$ cat src/rtl/serial_subtractor.sv
// Bit-serial subtractor: DIFF = A - B - Bin, one bit per clock, LSB first.
// A start/busy/done handshake lets a sequencer chain operations back-to-back.
// The result, borrow-out and overflow registers update only on the completing
// edge, so partial results are never visible on the outputs.

// One ripple-borrow cell: single-bit full subtractor.
module serial_sub_cell (
  input  logic a,
  input  logic b,
  input  logic br_in,
  output logic d,
  output logic br_out
);
  // Difference and borrow for one bit position.
  always_comb begin
    d      = a ^ b ^ br_in;
    br_out = (~a & b) | (~(a ^ b) & br_in);
  end
endmodule

module serial_subtractor #(
  parameter int WIDTH = 4
) (
  input  logic             clk,
  input  logic             rst_n,
  input  logic             start,
  input  logic [WIDTH-1:0] a,
  input  logic [WIDTH-1:0] b,
  input  logic             bin,
  output logic             busy,
  output logic             done,
  output logic [WIDTH-1:0] diff,
  output logic             bout,
  output logic             ovf
);
  localparam int IW = (WIDTH > 1) ? $clog2(WIDTH) : 1;
  localparam logic [IW-1:0] LAST_IDX = IW'(WIDTH - 1);

  typedef enum logic [1:0] {IDLE, RUN, DONE} state_t;

  state_t           state;
  logic [WIDTH-1:0] opa, opb;   // operands frozen at the accepting edge
  logic [WIDTH-1:0] sr;         // result shift register, fills from the MSB end
  logic [IW-1:0]    idx;        // bit currently being processed
  logic             br;         // running borrow

  logic a_bit, b_bit, d_bit, br_nxt, last;
  logic [WIDTH-1:0] sr_nxt;

  // Select the current operand bits and form the shifted result.
  always_comb begin
    a_bit  = opa[idx];
    b_bit  = opb[idx];
    last   = (idx == LAST_IDX);
    sr_nxt = {d_bit, sr[WIDTH-1:1]};
  end

  serial_sub_cell u_cell (
    .a      (a_bit),
    .b      (b_bit),
    .br_in  (br),
    .d      (d_bit),
    .br_out (br_nxt)
  );

  // Control FSM with registered handshake and result outputs.
  always_ff @(posedge clk or negedge rst_n) begin
    if (!rst_n) begin
      state <= IDLE;
      opa   <= '0;
      opb   <= '0;
      sr    <= '0;
      idx   <= '0;
      br    <= 1'b0;
      busy  <= 1'b0;
      done  <= 1'b0;
      diff  <= '0;
      bout  <= 1'b0;
      ovf   <= 1'b0;
    end else begin
      case (state)
        IDLE, DONE: begin
          done <= 1'b0;
          if (start) begin
            opa   <= a;
            opb   <= b;
            br    <= bin;
            idx   <= '0;
            sr    <= '0;
            busy  <= 1'b1;
            state <= RUN;
          end else begin
            state <= IDLE;
          end
        end
        RUN: begin
          sr <= sr_nxt;
          br <= br_nxt;
          if (last) begin
            // Index parks at the last bit rather than wrapping.
            diff  <= sr_nxt;
            bout  <= br_nxt;
            ovf   <= (opa[WIDTH-1] != opb[WIDTH-1]) & (d_bit != opa[WIDTH-1]);
            busy  <= 1'b0;
            done  <= 1'b1;
            state <= DONE;
          end else begin
            idx <= idx + 1'b1;
          end
        end
        default: begin
          busy  <= 1'b0;
          done  <= 1'b0;
          state <= IDLE;
        end
      endcase
    end
  end
endmodule

$ cat config.mk
export PLATFORM = sky130hd
export DESIGN_NAME = serial_subtractor
export DESIGN_NICKNAME = d
export VERILOG_FILES = /design/src/rtl/serial_subtractor.sv
export SDC_FILE = /design/constraint.sdc
export NUM_CORES = 1
export LEC_CHECK = 0
export CAP_MARGIN = 20
export CORE_ASPECT_RATIO = 0.8
export CORE_MARGIN = 1.5
export CORE_UTILIZATION = 39
export DETAILED_ROUTE_END_ITERATION = 7
export GPL_TIMING_DRIVEN = 0
export PLACE_DENSITY = 0.71
export SKIP_CTS_REPAIR_TIMING = 1
export SYNTH_ARGS = -nofsm -noshare
export SYNTH_HDL_FRONTEND = slang
export SYNTH_SLANG_ARGS = --single-unit
export TNS_END_PERCENT = 1
$ cat constraint.sdc
create_clock -name clk -period 2.7 [get_ports clk]
set_input_delay 0.27 -clock clk [delete_from_list [all_inputs] [get_ports clk]]
set_output_delay 0.27 -clock clk [all_outputs]
set_load 0.02 [all_outputs]
==> out/qor.yml <==
grt_first_pass_wirelength_mm: 3.08
fill_cells: 244
grt_overflow: 0
max_cap_violations: 0
io_buffers: 19
wl_per_cell_microns: 13.3
fp.dieArea_sq_um: 2970
critPathSlowestCell: "mux4_2"
critPathKind: "reg -> reg"
p_per_area_nw_per_um2: 1190
outcome: "finished, final reports clean"
hold_path_class: "in -> async"
synth_common_cells: "dfrtp_1 (23), mux2_2 (16), a22o_1 (5)"
crit_buf_inv: 0
fin_crit_ns: 2.16
fin_tns_setup_ns: 0
clock_latency_ns: 0.30
row_count: 16
p_leak_uw: 0.000599
root_buffer: "clkbuf_4"
drive_gt1_share_pct: 29.9
worst_pin_slew_ns: 0.366
period_share_pct: 80.1
async_flop_share_pct: 100
avgSynthCellArea_sq_um: 14.2
ios: 20
setup_ws_ns: 0.538
relSlewSlack_pct: 75.5
slew_violations: 0
synth_fp_nets: 87
track_usage_pct: 13.7
core_area_sq_um: 2480
start_util_pct: 41.6
drtAntennaViolNets: 0
rsz0062_at_grt: "false"
hold_viol: 0
fmax_mhz: 463
synthMostInstantiatedCell: "dfrtp_1"
crit_path_max_fanout: 5
cp_top_family: "multiplexers"
htreeDepth: 1
wl_mm: 1.76
drc: 0
dr_total_vias: 643
synth-seq-cells: 23
crit_path_start_kind: "register"
grt_pass1_vias: 684
clock_skew_ns: 0.00431
diodes: 0
numCtsBuffers: 3
dpl.hpwl_mm: 1.28
endpoint_kind: "register"
synth_edf_count: 0
gp_congestion: 0.701
clockBufferDepth: 2
finalSetupViolCount: 0
cp.depth: 4
syn_area_sq_um: 1030
clock_sinks: 23
synth.area.top_cells: "dfrtp_1 (56%), mux2_2 (17%), mux4_2 (4.4%)"
die_y_microns: 49.0
dp_slack_ns: 0.531
synth_ff_type: "dfrtp_1"
finalNetCount: 112
synth_top_cell_area_share_pct: 55.7
holdWs_ns: 0.193
yosys_warnings: 0
syn_to_final_growth_pct: 28.1
cts_tree: "yes"
r2r_slack_ns: 0.54
dr.first_iter.drc_count: 19
path_clk_slew_ns: 0.12
crit_chain: "mux4_2 -> fa_1 -> mux2_2 -> a22o_1"
antenna_found_initial: 0
synth_area_leader_cell: "dfrtp_1"
first_pass_iters: 4
syn_inst: 73
worst_r2r_path_depth: 4
cpPeakStageDelay_ns: 0.56
seq_area_frac_synth_pct: 55.7
cp.arrival_ns: 2.37
vias_per_cell: 4.83
yosys.cell_types.count: 20
ir_worst_vdd_mv: 0.551
die_w_microns: 60.6
grt_max_degree: 24
cp.required_ns: 2.91
==> routing by layer <==
| metal | vias up | routed length, microns | GRT usage (%) |
|---|---|---|---|
| met4 | 0 | 13 | 2.17 |
| met2 | 16 | 804 | 21.6 |
| met1 | 311 | 856 | 18.8 |
| li1 | 314 | - | - |
| met5 | - | 0 | 0 |
| met3 | 2 | 90 | 4.77 |
==> cell usage in the layout (no fill, tap or decap), types with 2 or more instances in the layout <==
master	instances
dfrtp_1	23
clkdlybuf4s50_1	19
mux2_2	16
a22o_1	5
inv_1	3
nor2_1	3
nand2_1	3
o21ai_0	3
clkbuf_4	3
mux4_2	2
nor2b_1	2
buf_2	2
a21oi_1	2
==> sequential cells by signal, indices dropped and copies added, names as in the netlist <==
register,flops
bout,1
opa,4
diff,4
idx,2
state,2
busy,1
ovf,1
opb,4
br,1
sr,3
==> metrics by stage <==
step	cells	utilization, %	area (sq um)	power (uW)
global placement	128	51.1	1270	1410
finish	133	53.3	1320	1580
CTS	132	52.2	1300	1600
floorplan	73	-	1030	1200
detailed placement	128	51.1	1270	1440
global route	133	53.3	1320	1720
==> layout make-up <==
type,count,area [sq um],share of cell area [%]
Buffer,2,10.0,0.756
Clock buffer,3,22.5,1.70
Clock inverter,1,5.00,0.378
Inverter,3,11.3,0.851
Timing Repair Buffer,20,218,16.4
Multi-Input combinational cell,45,437,33.0
Sequential cell,23,576,43.5
Tap cell,36,45.0,3.40
==> where the power goes <==
part	internal (uW)	switching [uW]
Sequential	507	126
Clock	55.2	98.4
Combinational	465	325
==> logic make-up after synthesis <==
logic type | Yosys count | synth area share [%]
buffers and inverters | 5 | 2.06
adder cells (fa/ha/maj) | 2 | 3.15
AND/OR/NAND/NOR | 11 | 6.78
AO/OA/AOI/OAI | 12 | 8.23
multiplexers | 19 | 23.2
XOR/XNOR | 1 | 0.848
flip-flops | 23 | 55.7
==> path summary, 6_finish.rpt <==
path | startpoint | end
max | idx[0] | sr[3]
max in group asynchronous | rst_n | opa[1]
min | rst_n | bout
min reg2reg | ovf | ovf
min in group clk | ovf | ovf
max reg2reg | idx[0] | sr[3]
(Power assumes the default switching activity.)
